File: config.mk
export PLATFORM = sky130hd
export DESIGN_NAME = jtframe_pdm_dac
export DESIGN_NICKNAME = d
export VERILOG_FILES = /design/src/rtl/jtframe_pdm_dac.sv
export SDC_FILE = /design/constraint.sdc
export NUM_CORES = 1
export LEC_CHECK = 0
export CAP_MARGIN = 20
export CELL_PAD_IN_SITES_DETAIL_PLACEMENT = 1
export CELL_PAD_IN_SITES_GLOBAL_PLACEMENT = 2
export CORE_MARGIN = 2
export CORE_UTILIZATION = 36
export CTS_CLUSTER_SIZE = 20
export DETAILED_ROUTE_END_ITERATION = 7
export HOLD_SLACK_MARGIN = 0.1
export PLACE_DENSITY_LB_ADDON = 0.1
export SETUP_SLACK_MARGIN = 0.05
export SLEW_MARGIN = 20
export SYNTH_ARGS = -nofsm -noshare
export SYNTH_HDL_FRONTEND = slang
export SYNTH_SLANG_ARGS = --single-unit
File: constraint.sdc
create_clock -name clk_dac_i -period 5.8 [get_ports clk_dac_i]
set_input_delay 1.74 -clock clk_dac_i [delete_from_list [all_inputs] [get_ports clk_dac_i]]
set_output_delay 1.74 -clock clk_dac_i [all_outputs]
set_load 0.03 [all_outputs]
File: src/rtl/jtframe_pdm_dac.sv
// jtframe_pdm_dac: CH-channel first-order sigma-delta PDM DAC with a per-channel gain-ramp soft mute.
// Define JTFRAME_PDM_DITHER_EN to add +/-1 LFSR dither in front of each accumulator.
module jtframe_pdm_dac #(
   parameter int            CH     = 2,
   parameter int            W      = 16,
   parameter logic [CH-1:0] SIGNED = '0,
   parameter int            DIV    = 4,
   parameter int            RAMPW  = 6
) (
   input  logic            clk_dac_i,
   input  logic            rst_i,
   input  logic [CH*W-1:0] snd_i,
   input  logic [CH-1:0]   mute_i,
   output logic [CH-1:0]   pdm_o,
   output logic [CH-1:0]   muted_o,
   output logic            cen_o
);

   localparam int               CNTW     = (DIV > 1) ? $clog2(DIV) : 1;
   localparam logic [CNTW-1:0]  CNT_LAST = CNTW'(DIV - 1);
   localparam logic [W-1:0]     MID      = {1'b1, {(W-1){1'b0}}};
   localparam logic [RAMPW:0]   GMAX     = {1'b1, {RAMPW{1'b0}}};
   localparam logic [RAMPW:0]   G_ONE    = (RAMPW+1)'(1);

   typedef enum logic [1:0] {ST_MUTED, ST_FADE_IN, ST_PLAY, ST_FADE_OUT} state_t;

   logic [CNTW-1:0] cnt_q, cnt_d;
   logic            cen_q, cen_d;
   logic [CH-1:0]   pdm_q, pdm_d, muted_q, muted_d;
   state_t          st_q [CH];
   state_t          st_d [CH];
   logic [RAMPW:0]  g_q  [CH];
   logic [RAMPW:0]  g_d  [CH];
   logic [W-1:0]    x_q  [CH];
   logic [W-1:0]    x_d  [CH];
   logic [W-1:0]    acc_q[CH];
   logic [W-1:0]    acc_d[CH];
   logic [W-1:0]    u_s  [CH];
   logic [W-1:0]    xa_s [CH];
   logic [W:0]      sum_s[CH];

   // Centre the sample on zero, scale by g/2^RAMPW (floor) and re-bias; result always fits W bits
   function automatic logic [W-1:0] pdm_scale(input logic [W-1:0] u, input logic [RAMPW:0] g);
      logic signed [W:0]         c;
      logic signed [W+RAMPW+1:0] p;
      c = $signed({1'b0, u}) - $signed({1'b0, MID});
      p = $signed({{(RAMPW+1){c[W]}}, c}) * $signed({{(W+1){1'b0}}, g});
      return W'(p >>> RAMPW) + MID;
   endfunction

`ifdef JTFRAME_PDM_DITHER_EN
   logic [15:0] lfsr_q, lfsr_d;

   function automatic logic [W-1:0] pdm_dither(input logic [W-1:0] x, input logic up);
      logic [W-1:0] r;
      if (up) begin
         r = (x == '1) ? x : x + W'(1);
      end else begin
         r = (x == '0) ? x : x - W'(1);
      end
      return r;
   endfunction

   // Galois LFSR x^16+x^14+x^13+x^11+1, one step per cen
   always_comb begin
      lfsr_d = lfsr_q;
      if (cen_q) begin
         lfsr_d = {1'b0, lfsr_q[15:1]} ^ (lfsr_q[0] ? 16'hB400 : 16'h0000);
      end else begin
         lfsr_d = lfsr_q;
      end
   end
`endif

   // Clock-enable divider: cen_q is high exactly while cnt_q == DIV-1
   always_comb begin
      cnt_d = cnt_q;
      if (cnt_q == CNT_LAST) begin
         cnt_d = '0;
      end else begin
         cnt_d = cnt_q + CNTW'(1);
      end
      cen_d = (cnt_d == CNT_LAST);
   end

   // Per-channel datapath and gain FSM; g moves by exactly one step per cen
   always_comb begin
      for (int n = 0; n < CH; n++) begin
         u_s[n] = snd_i[n*W +: W] ^ (SIGNED[n] ? MID : {W{1'b0}});
`ifdef JTFRAME_PDM_DITHER_EN
         xa_s[n] = pdm_dither(x_q[n], lfsr_q[n % 16]);
`else
         xa_s[n] = x_q[n];
`endif
         sum_s[n]   = {1'b0, acc_q[n]} + {1'b0, xa_s[n]};
         st_d[n]    = st_q[n];
         g_d[n]     = g_q[n];
         x_d[n]     = x_q[n];
         acc_d[n]   = acc_q[n];
         pdm_d[n]   = pdm_q[n];
         muted_d[n] = muted_q[n];
         if (cen_q) begin
            x_d[n]   = pdm_scale(u_s[n], g_q[n]);
            acc_d[n] = sum_s[n][W-1:0];
            pdm_d[n] = sum_s[n][W];
            case (st_q[n])
               ST_MUTED: begin
                  if (!mute_i[n]) begin
                     st_d[n] = ST_FADE_IN;
                     g_d[n]  = G_ONE;
                  end else begin
                     st_d[n] = ST_MUTED;
                     g_d[n]  = '0;
                  end
               end
               ST_FADE_IN, ST_FADE_OUT: begin
                  if (mute_i[n]) begin
                     g_d[n]  = g_q[n] - G_ONE;
                     st_d[n] = (g_q[n] == G_ONE) ? ST_MUTED : ST_FADE_OUT;
                  end else begin
                     g_d[n]  = g_q[n] + G_ONE;
                     st_d[n] = (g_q[n] == GMAX - G_ONE) ? ST_PLAY : ST_FADE_IN;
                  end
               end
               ST_PLAY: begin
                  if (mute_i[n]) begin
                     st_d[n] = ST_FADE_OUT;
                     g_d[n]  = GMAX - G_ONE;
                  end else begin
                     st_d[n] = ST_PLAY;
                     g_d[n]  = GMAX;
                  end
               end
               default: begin
                  st_d[n] = ST_MUTED;
                  g_d[n]  = '0;
               end
            endcase
            muted_d[n] = (st_d[n] == ST_MUTED);
         end else begin
            muted_d[n] = muted_q[n];
         end
      end
   end

   // State registers with synchronous reset to the silent state
   always_ff @(posedge clk_dac_i) begin
      if (rst_i) begin
         cnt_q   <= '0;
         cen_q   <= 1'b0;
         pdm_q   <= '0;
         muted_q <= '1;
         for (int n = 0; n < CH; n++) begin
            st_q[n]  <= ST_MUTED;
            g_q[n]   <= '0;
            x_q[n]   <= MID;
            acc_q[n] <= '0;
         end
`ifdef JTFRAME_PDM_DITHER_EN
         lfsr_q  <= 16'hACE1;
`endif
      end else begin
         cnt_q   <= cnt_d;
         cen_q   <= cen_d;
         pdm_q   <= pdm_d;
         muted_q <= muted_d;
         for (int n = 0; n < CH; n++) begin
            st_q[n]  <= st_d[n];
            g_q[n]   <= g_d[n];
            x_q[n]   <= x_d[n];
            acc_q[n] <= acc_d[n];
         end
`ifdef JTFRAME_PDM_DITHER_EN
         lfsr_q  <= lfsr_d;
`endif
      end
   end

   assign pdm_o   = pdm_q;
   assign muted_o = muted_q;
   assign cen_o   = cen_q;

endmodule
# Word level (Yosys, flattened, before mapping)
# Memory sizes are Yosys's and may differ from the RTL's.
# Cells that the tools add are included.
dict set report word_totals {
  wordCells 89
  register_bits 7
  n_memories 4
  out_inout_bits 5
  mem_bits_rw 82
}
dict set report classes {
  reduce_logical 6
  n_eq_ne 12
  n_addsub 11
  mul 2
  n_mux 42
  bitwise 8
}
# memory depth width read_ports rd_ports_with_merged_regs write_ports line_no
set memory_table {}
lappend memory_table {acc_q 2 16 2 0 2 36} ;# logic [W-1:0] acc_q[CH];
lappend memory_table {x_q 2 16 2 0 2 34} ;# logic [W-1:0] x_q [CH];
lappend memory_table {g_q 2 7 2 0 2 32} ;# logic [RAMPW:0] g_q [CH];
lappend memory_table {st_q 2 2 2 0 2 30} ;# state_t st_q [CH];
# operator n
set ops {}
lappend ops {{16-bit two-way mux} 8}
lappend ops {{7-bit two-way mux} 8}
lappend ops {{17-bit by 8-bit multiplier with 22-bit output} 2}
lappend ops {{7-bit case mux with 3 select lines} 2}
lappend ops {{16-bit by 16-bit adder with 17-bit output} 2}
lappend ops {{16-bit by 16-bit subtractor with 17-bit output, second input constant} 2}
lappend ops {{16-bit adder, second input constant} 2}
lappend ops {{2-bit two-way mux} 13}
lappend ops {{7-bit by 1-bit adder with 7-bit output, second input constant} 2}
lappend ops {{7-bit by 1-bit equality test with 1-bit output, second input constant} 2}
lappend ops {{7-bit by 6-bit equality test with 1-bit output, second input constant} 2}
lappend ops {{7-bit by 1-bit subtractor with 7-bit output, second input constant} 2}
lappend ops {{2-bit equality test, second input constant} 6}
lappend ops {{2-bit case mux with 3 select lines} 2}
lappend ops {{1-bit two-way mux} 9}
lappend ops {{2-bit logical NOT} 4}
lappend ops {{1-bit bitwise OR} 8}
lappend ops {{2-bit by 1-bit equality test with 1-bit output, second input constant} 2}
lappend ops {{2-bit OR reduction} 2}
lappend ops {{2-bit by 1-bit adder with 2-bit output, second input constant} 1}

# Depth between registers and ports, before layout
# An unclocked memory read counts as a cell.
dict set report logic_depth {
  depth_word 8
  depth_mapped 20
}

# Least setup slack after synthesis
# OpenSTA, ideal clock, no wires.
dict set report synth_path {
  path_type {input port to flip-flop}
  startpoint {input snd_i[1]}
  endpoint {memory x_q[0][15]}
  required_ps 5673
  setup_ps 127
  stages 16
  arrival_time_ps 5965
  setup_slack_ps -291
  path_buffers 0
  cell_sequence {and2_1 > fa_1 > fa_1 > inv_1 > fa_1 > fa_1 > inv_1 > ha_1 > o21a_1 > o2111a_1 > a211o_1 > o2111ai_2 > a31oi_1 > a41o_1 > nor4b_2 > a211oi_1}
}
# element line_no
set synth_rtl {}
lappend synth_rtl {{from (decl)} 12} ;# input logic [CH*W-1:0] snd_i,
lappend synth_rtl {{to (decl)} 34}

==> results.txt <==
----------------------------------------------------
[Outcome]
  Status ... finished clean

[Synth]
  Number of flops mapped to enable cells by yosys ... 0
  Post-synth top area cell ... sky130_fd_sc_hd__fa_1
  Synth Instances ... 1,434
  Post-synth ARST share ... 0
  Synthesis-stage register bit count ... 89
  Sequential fraction of the synthesis area ... 0.145
  Post-synth top flop ... sky130_fd_sc_hd__dfxtp_1
  Number of nets produced by synthesis ... 1,754
  Combined area of all synthesized cells ... 12,300 um2
  Portion of synthesized cell area occupied by the leading cell type ... 0.264
  Top cells by area, synth ... sky130_fd_sc_hd__fa_1, sky130_fd_sc_hd__dfxtp_1, sky130_fd_sc_hd__ha_1
  Netlist cell types ... 66
  Synthesized area divided by synthesized cell count ... 8.58 um2
  Synthesis warning total ... 0

[Pwr]
  Leak Pwr ... 7.19 nW
  Clock power frac ... 0.313
  Switching power share of the total ... 0.340
  Peak ir drop on the vdd network ... 101 uV
  Sequential cell fraction of total power ... 0.349
  Final Total Pwr ... 1.92 mW
  Net switching power of the design ... 0.652 mW
  Internal ... 1.27 mW
  Power density over the cells ... 129 nW/um2
  Comb pwr share ... 0.338

[Hold path]
  HP Class ... flip-flop to flip-flop
  Launch point of the worst hold path ... cnt_q[0]

[Route]
  Number of detailed-routing iterations run before antenna repair ... 4
  Via count ... 9,973
  Routed via count divided by cell count ... 4.90
  DR DRC count ... 0
  Remaining number of nets flagged by the antenna check after routing ... 0
  Wirelength per Cell ... 16.1 um
  Total detailed-routing wirelength ... 32.7 mm
  Iteration-0 DRC count of the detailed router ... 220

[Die]
  Die extent in x ... 189 um
  Die height ... 189 um
  Area of the core ... 33,600 um2
  Initial cell density of the core ... 0.366
  Row count ... 67
  Die ar. ... 35,700 um2
  Number of placed I/O pins ... 41

[Clocking]
  Count of clock tree sinks ... 89
  Root buf cell ... sky130_fd_sc_hd__clkbuf_16
  Cts bufs inserted ... 9
  Clock-pin slew on the worst setup and hold paths ... 70 ps
  H-tree levels ... 3
  Clk_lat worst skew ... 350 ps
  TritonCTS clock tree ... built
  Max Buffers Root-to-Sink ... 2

[Critical path]
  Crit. Startpoint ... snd_i[22]
  Kind of start point of the critical path ... primary input
  Critical Path Sink Type ... flip-flop
  Maximum net fanout on the critical path ... 4
  Data required time of the critical path ... 6030 ps
  R2R Path Start ... g_q[0][3]
  CP Class ... primary input to flip-flop
  Data arrival time of the worst path ... 6020 ps

[Timing]
  Maximum achievable frequency ... 0.173 GHz
  Post-route clock skew ... 9.15 ps
  Final hold violation count ... 0
  Clock period minus worst slack ... 5780 ps
  Transition time at the pin with the least slew margin ... 814 ps
  Final Setup Violations ... 0
  Share of the clock period used by the worst path after layout ... 0.997
  Worst slew margin ... 0.457
  RSZ-0062 raised after global routing ... true
  Final Max Tran Viols ... 0

[Global route]
  Global-route wire length before repair ... 56.4 mm
  Global-route usage over all layers ... 0.197
  Antenna violations before repair ... 0
  Congestion Overflow GR ... 0
  Vias in the first global route ... 11,270
  Maximum number of pins on one net before global-route repair ... 67

[Cells and area]
  Total Nets Final ... 1,901
  Most frequent standard cell in the layout excluding fill and tap cells ... sky130_fd_sc_hd__inv_1
  Final instance area ... 14,900 um2
  Area added between synthesis and finish ... 21.1%
  Antenna cell count ... 0
  Fraction of layout cells with a size suffix above 1 ... 0.175
  Most used cells in the layout excluding fill and tap cells ... sky130_fd_sc_hd__inv_1, sky130_fd_sc_hd__fa_1, sky130_fd_sc_hd__and2_1, sky130_fd_sc_hd__buf_4, sky130_fd_sc_hd__nand2_1

[Job]
  Maximum Capacitance Violations ... 0

[Placed design]
  Number of buffers added on ports ... 40
  Post-detailed-placement cell area ... 14,100 um2
  Final weighted congestion in routability-driven placement ... 0.768
  Post-detail-place hpwl ... 26.0 mm

----------------------------------------------------
-- layout make-up --
class | instances | area, um2
tap | 448 | 561
timing repair buffer | 190 | 1520
multi-input combinational | 1059 | 9870
sequential | 89 | 1790
fill | 3982 | 18700
clock buffer | 11 | 233
clock inverter | 5 | 57.6
inverter | 232 | 871
-- timing repair --
| action | 4_1_cts | 5_1_grt |
|---|---|---|
| hold buffers | 0 | 0 |
| setup endpoints to repair | 26 | 19 |
| setup buffers | 12 | 9 |
| gates resized for setup | 113 | 60 |
| pin swaps | 51 | 53 |
| cloned | 0 | 0 |
-- path summary, 6_finish.rpt --
path	to	slack (ps)	cells past startpoint
setup reg to reg	x_q[0][15]	640	17
hold reg to reg	cnt_q[0]	460	1
hold / removal	cnt_q[0]	460	1
setup / recovery	x_q[0][29]	20	15
-- per-stage QoR --
step	TNS, ps	util	cells	setup WS, ps	hold WS [ps]
after floorplan	-53.2	-	1434	-32.7	428
after global routing	-501	0.443	2034	-157	488
after global placement	-15640	0.421	2002	-782	440
after CTS	-343	0.436	2029	-105	471
final	0	0.443	2034	18.3	465
after detailed placement	-17660	0.421	2002	-872	460
-- state kept, by name (all words and copies together), names as in the netlist --
register and cells:
acc_q 32, g_q 14, cnt_q 2, pdm_o 2, muted_o 2, st_q 4, cen_o 1, x_q 32
-- synthesized netlist by cell type, types with 16 or more instances --
| cell | number |
|---|---|
| sky130_fd_sc_hd__a211oi_1 | 23 |
| sky130_fd_sc_hd__a21oi_1 | 68 |
| sky130_fd_sc_hd__and2_1 | 158 |
| sky130_fd_sc_hd__clkbuf_1 | 44 |
| sky130_fd_sc_hd__dfxtp_1 | 89 |
| sky130_fd_sc_hd__fa_1 | 162 |
| sky130_fd_sc_hd__ha_1 | 122 |
| sky130_fd_sc_hd__inv_1 | 230 |
| sky130_fd_sc_hd__mux2i_1 | 33 |
| sky130_fd_sc_hd__nand2_1 | 119 |
| sky130_fd_sc_hd__nand2b_1 | 18 |
| sky130_fd_sc_hd__nand3_1 | 16 |
| sky130_fd_sc_hd__nor2_1 | 87 |
| sky130_fd_sc_hd__nor3_1 | 21 |
| sky130_fd_sc_hd__o21ai_0 | 34 |
| sky130_fd_sc_hd__xnor2_1 | 40 |
| sky130_fd_sc_hd__xor2_1 | 19 |
-- kinds of logic after synthesis --
group | synth area share
simple gates | 0.202
buf+inv | 0.0875
fa+ha+maj | 0.388
compound gates | 0.108
flops | 0.145
xor+xnor | 0.0420
mux | 0.0278
-- power by group through the flow --
stage,clock network (mW),logic [mW],registers [mW]
floorplan,0,0.383,0.656
global placement,0,0.619,0.685
detailed placement,0,0.629,0.685
CTS,0.621,0.645,0.671
global route,0.649,0.741,0.675
finish,0.600,0.647,0.670
-- worst max-delay path, cell delays in order --
cell,delay (ps)
sky130_fd_sc_hd__dlygate4sd2_1,260
sky130_fd_sc_hd__buf_4,160
sky130_fd_sc_hd__and2_1,170
sky130_fd_sc_hd__fa_1,410
sky130_fd_sc_hd__fa_1,490
sky130_fd_sc_hd__fa_1,560
sky130_fd_sc_hd__inv_1,60
sky130_fd_sc_hd__fa_1,480
sky130_fd_sc_hd__inv_1,40
sky130_fd_sc_hd__ha_1,200
sky130_fd_sc_hd__or4_4,570
sky130_fd_sc_hd__o2111ai_4,240
sky130_fd_sc_hd__a21boi_2,90
sky130_fd_sc_hd__o2111a_1,250
sky130_fd_sc_hd__a311o_1,310
-- routing by layer --
metal / wire length [um] / GRT usage
met5: 0 / 0
met4: 381 / 0.0382
met3: 335 / 0.0184
met2: 18200 / 0.394
met1: 13800 / 0.225
Note: power is estimated with default switching activity, not from simulation.
